[config.mk]
export PLATFORM = sky130hd
export DESIGN_NAME = count_sampler
export DESIGN_NICKNAME = d
export VERILOG_FILES = /design/src/rtl/count_sampler.sv
export SDC_FILE = /design/constraint.sdc
export NUM_CORES = 1
export LEC_CHECK = 0
export CAP_MARGIN = 10
export CELL_PAD_IN_SITES_DETAIL_PLACEMENT = 1
export CELL_PAD_IN_SITES_GLOBAL_PLACEMENT = 1
export CORE_UTILIZATION = 42
export CTS_CLUSTER_DIAMETER = 30
export DETAILED_ROUTE_END_ITERATION = 10
export PLACE_DENSITY_LB_ADDON = 0.1
export SLEW_MARGIN = 15
export SYNTH_ARGS = -nofsm -noshare
export SYNTH_HDL_FRONTEND = slang
export SYNTH_SLANG_ARGS = --single-unit
[constraint.sdc]
create_clock -name clk -period 2.8 [get_ports clk]
set_clock_uncertainty 0.05 [all_clocks]
set_input_delay 0.28 -clock clk [delete_from_list [all_inputs] [get_ports clk]]
set_output_delay 0.28 -clock clk [all_outputs]
set_load 0.03 [all_outputs]
[src/rtl/count_sampler.sv]
// Samples an upstream 4-bit counter into a small FIFO and tracks its 15->0 wraps.
// Optional sequence checker enabled by defining COUNT_SAMPLER_SEQCHK_EN.
module count_sampler #(
  parameter int DEPTH  = 4,
  parameter int WRAP_W = 8
) (
  input  logic                      clk,
  input  logic                      reset,
  input  logic [3:0]                count_in,
  input  logic                      sample_en,
  output logic [3:0]                out_data,
  output logic                      out_valid,
  input  logic                      out_ready,
  output logic [$clog2(DEPTH):0]    level,
  output logic                      overflow,
  output logic                      wrap_pulse,
  output logic [WRAP_W-1:0]         wrap_cnt,
  output logic                      seq_err
);

  localparam int AW = $clog2(DEPTH);
  localparam int LW = AW + 1;
  localparam logic [LW-1:0] FULL_LVL = LW'(DEPTH);

  typedef enum logic {
    IDLE  = 1'b0,
    TRACK = 1'b1
  } trk_state_e;

  // ---------------------------------------------------------------------------
  // Tracker: remembers the previous count and detects the 15->0 wrap.
  // ---------------------------------------------------------------------------
  trk_state_e        state_q, state_d;
  logic [3:0]        prev_q, prev_d;
  logic              wrap_det;
  logic              wrap_pulse_q, wrap_pulse_d;
  logic [WRAP_W-1:0] wrap_cnt_q, wrap_cnt_d;

  // NOTE: every signal assigned in an always_comb gets a default first, so no
  // path leaves it unassigned and no latch is inferred.
  always_comb begin
    state_d      = state_q;
    prev_d       = prev_q;
    wrap_det     = 1'b0;
    wrap_pulse_d = 1'b0;
    wrap_cnt_d   = wrap_cnt_q;

    if (state_q == IDLE) begin
      state_d = TRACK;
      prev_d  = count_in;
    end else begin
      prev_d   = count_in;
      wrap_det = (prev_q == 4'hF) && (count_in == 4'h0);
    end

    wrap_pulse_d = wrap_det;
    if (wrap_det && (wrap_cnt_q != {WRAP_W{1'b1}})) begin
      wrap_cnt_d = wrap_cnt_q + WRAP_W'(1);
    end
  end

  // NOTE: sequential state uses non-blocking assignments so every flop samples
  // the pre-edge values regardless of statement order.
  always_ff @(posedge clk or posedge reset) begin
    if (reset) begin
      state_q      <= IDLE;
      prev_q       <= 4'h0;
      wrap_pulse_q <= 1'b0;
      wrap_cnt_q   <= '0;
    end else begin
      state_q      <= state_d;
      prev_q       <= prev_d;
      wrap_pulse_q <= wrap_pulse_d;
      wrap_cnt_q   <= wrap_cnt_d;
    end
  end

  assign wrap_pulse = wrap_pulse_q;
  assign wrap_cnt   = wrap_cnt_q;

  // ---------------------------------------------------------------------------
  // FIFO: pointers wrap naturally because DEPTH is a power of two.
  // ---------------------------------------------------------------------------
  logic [3:0]    mem [DEPTH];
  logic [AW-1:0] wr_ptr_q, wr_ptr_d;
  logic [AW-1:0] rd_ptr_q, rd_ptr_d;
  logic [LW-1:0] level_q, level_d;
  logic          overflow_q, overflow_d;
  logic          full;
  logic          push;
  logic          pop;

  always_comb begin
    full       = (level_q == FULL_LVL);
    pop        = (level_q != '0) && out_ready;
    // A pop in the same cycle frees a slot, so a full FIFO can still accept.
    push       = sample_en && (!full || pop);
    wr_ptr_d   = wr_ptr_q;
    rd_ptr_d   = rd_ptr_q;
    level_d    = level_q;
    overflow_d = overflow_q;

    if (push) begin
      wr_ptr_d = wr_ptr_q + AW'(1);
    end
    if (pop) begin
      rd_ptr_d = rd_ptr_q + AW'(1);
    end

    case ({push, pop})
      2'b10:   level_d = level_q + LW'(1);
      2'b01:   level_d = level_q - LW'(1);
      default: level_d = level_q;
    endcase

    if (sample_en && !push) begin
      overflow_d = 1'b1;
    end
  end

  always_ff @(posedge clk or posedge reset) begin
    if (reset) begin
      wr_ptr_q   <= '0;
      rd_ptr_q   <= '0;
      level_q    <= '0;
      overflow_q <= 1'b0;
    end else begin
      wr_ptr_q   <= wr_ptr_d;
      rd_ptr_q   <= rd_ptr_d;
      level_q    <= level_d;
      overflow_q <= overflow_d;
    end
  end

  // NOTE: the storage array has no reset; stale entries are never visible
  // because out_data is gated to zero while the FIFO is empty.
  always_ff @(posedge clk) begin
    if (push) begin
      mem[wr_ptr_q] <= count_in;
    end
  end

  assign out_valid = (level_q != '0);
  assign out_data  = out_valid ? mem[rd_ptr_q] : 4'h0;
  assign level     = level_q;
  assign overflow  = overflow_q;

  // ---------------------------------------------------------------------------
  // Sequence checker: count_in may only hold or step by one (mod 16).
  // ---------------------------------------------------------------------------
`ifdef COUNT_SAMPLER_SEQCHK_EN
  logic       seq_err_q, seq_err_d;
  logic [3:0] prev_inc;

  always_comb begin
    prev_inc  = prev_q + 4'd1;
    seq_err_d = seq_err_q;
    if ((state_q == TRACK) && (count_in != prev_q) && (count_in != prev_inc)) begin
      seq_err_d = 1'b1;
    end
  end

  always_ff @(posedge clk or posedge reset) begin
    if (reset) begin
      seq_err_q <= 1'b0;
    end else begin
      seq_err_q <= seq_err_d;
    end
  end

  assign seq_err = seq_err_q;
`else
  assign seq_err = 1'b0;
`endif

  a_level_bound : assert property (@(posedge clk) disable iff (reset) level_q <= FULL_LVL);

endmodule

==> results.sh, run 1 <==
export IMPL_period_needed_ns=2.47
export IMPL_syn_nets=128
export IMPL_insertion_delay_ns=0.28
export IMPL_wl_per_cell_um=15.1
export IMPL_hp_class="flip-flop to flip-flop"
export IMPL_rows=22
export IMPL_peakVddDrop_v=0.000269
export IMPL_max_freq_mhz=406
export IMPL_grt_overflow=0
export IMPL_cellInternalPower_uw=1200
export IMPL_nets=159
export IMPL_firstDrtPassIters=6
export IMPL_die_w_um=64.4
export IMPL_power_frac_clock_pct=19.2
export IMPL_cp_start_kind="flip-flop"
export IMPL_clk_pin_slew_ns=0.07
export IMPL_syn_area_um2=1630
export IMPL_synthCells=113
export IMPL_timing_max_cap_violations=0
export IMPL_die_area_um2=4140
export IMPL_synth_seq_area_share_pct=63.1
export IMPL_syn_area_per_cell_um2=14.4
export IMPL_cts_tree="built"
export IMPL_portBuffers=25
export IMPL_clock_sinks=38
export IMPL_switchingPower_uw=633
export IMPL_start_util_pct=44.3
export IMPL_setup_viol=0
export IMPL_drive_gt1_share_pct=11.0
export IMPL_worst_pin_slew_ns=0.852
export IMPL_comb_power_share_pct=37.7
export IMPL_grtUsageTotal_pct=16.4
export IMPL_cts_buffers_inserted=5
export IMPL_place_hpwl_um=2150
export IMPL_critPathMaxFanout=6
export IMPL_path_class="flip-flop to output pin"
export IMPL_die_y_um=64.4
export IMPL_power_uw=1830
export IMPL_vias=967
export IMPL_power_leakage_uw=0.000826
export IMPL_cts_hold_buf=0
export IMPL_fillers=394
export IMPL_antenna_found_initial=0
export IMPL_place_congestion=0.709
export IMPL_areaGrowthSynthToFinish_pct=24.1
export IMPL_end_kind="output pin"
export IMPL_ant_nets=0
export IMPL_r2r_start="level[0]$_DFFE_PP0P_"
export IMPL_grt_max_degree=23
export IMPL_ys_types=31
export IMPL_seqCellArea_um2=1030
export IMPL_first_global_vias=1039
export IMPL_diodes=0
export IMPL_cts_setup_buffers=0
export IMPL_hold_path_startpoint="overflow$_DFFE_PP0P_"
export IMPL_synthArstFlopShare_pct=57.9
export IMPL_multiInputGateArea_um2=557
export IMPL_status="complete, no violations"
export IMPL_worst_ep_required_time_ns=2.47
export IMPL_fin_util_pct=54.9
export IMPL_root_buffer="clkbuf_8"
export IMPL_io_pins=27
export IMPL_cts_resized_gates=0
export IMPL_cts_htree_levels=2
export IMPL_fin_crit_sh_pct=88.1
export IMPL_hold_viol_final=0
export IMPL_synth_warnings=0
export IMPL_core_area_um2=3690
export IMPL_rsz0062_at_grt="false"
export IMPL_routed_via_density=5.01
export IMPL_p_seq_share_pct=43.0
export IMPL_powerDensity_nw_per_um2=903
export IMPL_drc=0
export IMPL_drv_slew=0
export IMPL_switching_share_pct=34.6
export IMPL_drt_iter0_drc=13
export IMPL_slew_headroom_pct=43.1
export IMPL_setup_tns_ns=0
export IMPL_synth_edf_count=16
export IMPL_wl_um=2920
export IMPL_ys_ff_latch=38
export IMPL_synthFlopType="dfrtp_1"
export IMPL_worstSetupStartpoint="rd_ptr_q[0]$_DFFE_PP0P_"
export IMPL_grt_pass1_wl_um=5000
export IMPL_cp_arrival_ns=2.14
export IMPL_cts_path_max_buffers=2
## registers in the layout (all words and copies together), names as in the netlist
name        flops
mem            16
rd_ptr_q        2
wrap_cnt        8
state_q         1
prev_q          4
overflow        1
wr_ptr_q        2
level           3
wrap_pulse      1
## critical path: stages, from the launching register on
cell,delay (ns)
dfrtp_1,0.55
mux4_2,0.55
and2_1,0.18
clkdlybuf4s50_1,0.58
## worst paths after layout
path                                              to  depth (start not counted)  slack, ns
worst max-delay path                     out_data[1]                          3       0.33
worst min-delay path            overflow$_DFFE_PP0P_                          1       0.41
worst max register to register  level[2]$_DFFE_PP0P_                          9       0.53
worst min register to register  overflow$_DFFE_PP0P_                          1       0.41
max in group asynchronous       wrap_pulse$_DFF_PP0_                          2       1.75
min in group asynchronous       overflow$_DFFE_PP0P_                          2       0.42
## power by group through the flow
stage / logic [uW] / clock network, uW / registers, uW
2_1_floorplan: 417 / 0 / 823
3_3_place_gp: 676 / 0 / 797
3_5_place_dp: 701 / 0 / 804
4_1_cts: 705 / 360 / 793
5_1_grt: 747 / 388 / 807
6_report: 690 / 352 / 787
## placed cells by master (no fill, tap or decap), types with 2 or more instances in the layout
| cell type | instances |
|---|---|
| mux4_2 | 4 |
| inv_1 | 8 |
| conb_1 | 2 |
| nor2b_1 | 2 |
| nand4_1 | 2 |
| a21oi_1 | 3 |
| edfxtp_1 | 16 |
| nor2_1 | 3 |
| buf_4 | 2 |
| mux2_1 | 2 |
| clkbuf_8 | 5 |
| nand3_1 | 3 |
| clkdlybuf4s50_1 | 25 |
| nand2_1 | 4 |
| a31oi_1 | 3 |
| xor2_1 | 4 |
| ha_1 | 6 |
| xnor2_1 | 4 |
| a41oi_1 | 2 |
| clkinv_2 | 2 |
| dfrtp_1 | 22 |
| and2_1 | 9 |
## Yosys cell counts, types with 3 or more instances
master     n  area share (%)
and2_1     9             3.4
xnor2_1    4             2.1
a21oi_1    3            0.92
inv_1      8             1.8
ha_1       6             4.6
xor2_1     4             2.1
dfrtp_1   22              34
mux4_2     4             5.5
edfxtp_1  16              29
a31oi_1    3             1.1
nand2_1    4            0.92
nor2_1     3            0.69
nand3_1    3            0.92
## logic make-up after synthesis
group / share of synthesized area [%]
AOI/OAI and AO/OA: 4.90
xor gates and xnor gates: 4.29
adders and majority gates: 5.82
buffers and inverters: 2.76
DFF: 63.1
muxes: 7.51
other: 0.460
and+or+nand+nor: 11.1
## metal layers
layer,part of all wire [%],track usage (%),routed length (um),up-vias
met2,53,28.3,1540,19
met4,1.3,6.67,38,0
met3,2.1,3.21,62,5
met1,44,20.1,1280,488
met5,0,0,0,-
li1,-,-,-,455
## layout make-up
cell class / count / share of cell area [%]
Inverter: 8 / 1.48
Multi-Input combinational cell: 64 / 27.5
Tap cell: 48 / 2.96
Clock inverter: 2 / 0.494
Sequential cell: 38 / 50.9
Timing Repair Buffer: 27 / 13.1
Clock buffer: 6 / 3.58
## metrics by stage
| stage | setup slack [ns] | cells | area (um2) | hold slack [ns] |
|---|---|---|---|---|
| 5_1_grt | 0.220 | 193 | 2030 | 0.440 |
| 3_3_place_gp | 0.330 | 185 | 1940 | 0.390 |
| 4_1_cts | 0.296 | 193 | 2030 | 0.417 |
| 6_report | 0.334 | 193 | 2030 | 0.411 |
| 2_1_floorplan | 0.517 | 113 | 1630 | 0.219 |
| 3_5_place_dp | 0.274 | 185 | 1940 | 0.401 |
(Power assumes the default switching activity.)
==> inputs of run 2 (changes only) <==
--- a/config.mk
+++ b/config.mk
@@ -11,6 +11,7 @@
 export CORE_UTILIZATION = 42
 export CTS_CLUSTER_DIAMETER = 30
 export DETAILED_ROUTE_END_ITERATION = 10
+export MAX_ROUTING_LAYER = met4
 export PLACE_DENSITY_LB_ADDON = 0.1
 export SLEW_MARGIN = 15
 export SYNTH_ARGS = -nofsm -noshare
==> run 2 against run 1 <==
Against the previous run:
- sequential power about the same
- first-iteration DRC count grew 15%
- utilization stayed put
- final area did not move
- sequential cell count stayed put
- critical endpoint unchanged
==> results.sh, run 2 (synthesis results as in run 1) <==
export IMPL_cts_setup_buffers=0
export IMPL_clock_sinks=38
export IMPL_r2r_cells=9
export IMPL_io_pins=27
export IMPL_insertion_delay_ns=0.28
export IMPL_power_leakage_uw=0.000826
export IMPL_cts_buffers_inserted=5
export IMPL_timing_hold_ws_ns=0.411
export IMPL_path_class="flip-flop to output pin"
export IMPL_start_util_pct=44.3
export IMPL_end_kind="output pin"
export IMPL_rows=22
export IMPL_antenna_found_initial=0
export IMPL_setup_viol=0
export IMPL_whs_endpoint="overflow$_DFFE_PP0P_"
export IMPL_wl_um=2940
export IMPL_worst_ep_required_time_ns=2.47
export IMPL_nets=159
export IMPL_fin_util_pct=54.9
export IMPL_r2r_slack_ns=0.53
export IMPL_cp_start_kind="flip-flop"
export IMPL_timing_max_cap_violations=0
export IMPL_holdPathStages=1
export IMPL_cts_hold_buf=0
export IMPL_critPathSlowestCell="clkdlybuf4s50_1"
export IMPL_portBuffers=25
export IMPL_mostFrequentLayoutCells="clkdlybuf4s50_1, dfrtp_1, edfxtp_1, and2_1, inv_1"
export IMPL_max_stage_delay_ns=0.58
export IMPL_powerDensity_nw_per_um2=904
export IMPL_rsz0062_at_grt="false"
export IMPL_root_buffer="clkbuf_8"
export IMPL_areaGrowthSynthToFinish_pct=24.1
export IMPL_status="complete, no violations"
export IMPL_top_register="mem"
export IMPL_r2r_start="level[0]$_DFFE_PP0P_"
export IMPL_cp_arrival_ns=2.14
export IMPL_grt_max_degree=23
export IMPL_die_y_um=64.4
export IMPL_setup_tns_ns=0
export IMPL_hold_path_startpoint="overflow$_DFFE_PP0P_"
export IMPL_grt_pass1_wl_um=5020
export IMPL_cts_resized_gates=0
export IMPL_first_global_vias=1031
export IMPL_drc=0
export IMPL_vias=966
export IMPL_cts_path_max_buffers=2
export IMPL_grtUsageTotal_pct=17.2
export IMPL_firstDrtPassIters=4
export IMPL_drv_slew=0
export IMPL_place_ws_ns=0.274
export IMPL_period_needed_ns=2.47
export IMPL_grt_overflow=0
export IMPL_fin_crit_sh_pct=88.1
export IMPL_slew_headroom_pct=42.9
export IMPL_place_hpwl_um=2150
export IMPL_cts_htree_levels=2
export IMPL_worst_slack_ns=0.334
export IMPL_die_area_um2=4140
export IMPL_regToRegEndpoint="level[2]$_DFFE_PP0P_"
export IMPL_worst_pin_slew_ns=0.855
export IMPL_power_uw=1830
export IMPL_diodes=0
export IMPL_peakVddDrop_v=0.000268
export IMPL_ant_nets=0
export IMPL_clk_pin_slew_ns=0.07
export IMPL_routed_via_density=5.01
export IMPL_cts_tree="built"
export IMPL_drt_iter0_drc=15
export IMPL_wl_per_cell_um=15.2
export IMPL_die_w_um=64.4
export IMPL_cp_cell_sequence="mux4_2, and2_1, clkdlybuf4s50_1"
export IMPL_critPathMaxFanout=6
export IMPL_drive_gt1_share_pct=11.0
export IMPL_max_freq_mhz=405
export IMPL_place_congestion=0.717
export IMPL_core_area_um2=3690
export IMPL_hp_class="flip-flop to flip-flop"
export IMPL_largest_reg_flops=16
export IMPL_hold_viol_final=0
export IMPL_final_common_cell="clkdlybuf4s50_1"
-- run 2: cell counts in the layout (fill, tap and decap cells not counted) --
No cell type changed its count.
-- run 2: final cells by class --
| cell class | instances | area [um2] |
|---|---|---|
| clock buffer | 6 | 72.6 |
| clock inverter | 2 | 10.0 |
| fill | 394 | 1660 |
| inverter | 8 | 30.0 |
| multi-input combinational | 64 | 557 |
| sequential | 38 | 1030 |
| tap | 48 | 60.1 |
| timing repair buffer | 27 | 265 |
-- run 2: power by group --
group	internal, uW	switching (uW)	total (uW)
Sequential	698	89.8	788
Clock	172	180	353
Combinational	327	365	691
-- run 2: worst max-delay path by stage --
| stage | from | to | slack (ns) | depth (start not counted) |
|---|---|---|---|---|
| 6_report | rd_ptr_q[0]$_DFFE_PP0P_ | out_data[1] | 0.33 | 3 |
| 5_1_grt | rd_ptr_q[0]$_DFFE_PP0P_ | out_data[0] | 0.21 | 3 |
| 4_1_cts | rd_ptr_q[0]$_DFFE_PP0P_ | out_data[1] | 0.30 | 3 |
| 3_5_place_dp | out_ready | level[2]$_DFFE_PP0P_ | 0.27 | 10 |
| 3_3_place_gp | out_ready | level[2]$_DFFE_PP0P_ | 0.33 | 10 |
| 2_1_floorplan | level[0]$_DFFE_PP0P_ | level[2]$_DFFE_PP0P_ | 0.52 | 10 |
-- run 2: metrics by stage --
stage / area (um2) / std cells
detailed placement: 1940 / 185
floorplan: 1630 / 113
finish: 2030 / 193
global route: 2030 / 193
CTS: 2030 / 193
global placement: 1940 / 185
-- run 2: layer usage --
layer | GRT usage, % | vias up | share of wire [%]
met1 | 20.3 | 487 | 44
met3 | 5.36 | 2 | 3.0
met2 | 28.3 | 21 | 52
li1 | - | 456 | -
met5 | - | - | 0
met4 | 5.00 | 0 | 0.68
-- run 2: critical path: cells and delay by family (launching register included) --
family	cells	cell delay, ns
flip-flops	1	0.55
multiplexers	1	0.55
buffers and inverters	1	0.58
AND/OR/NAND/NOR	1	0.18
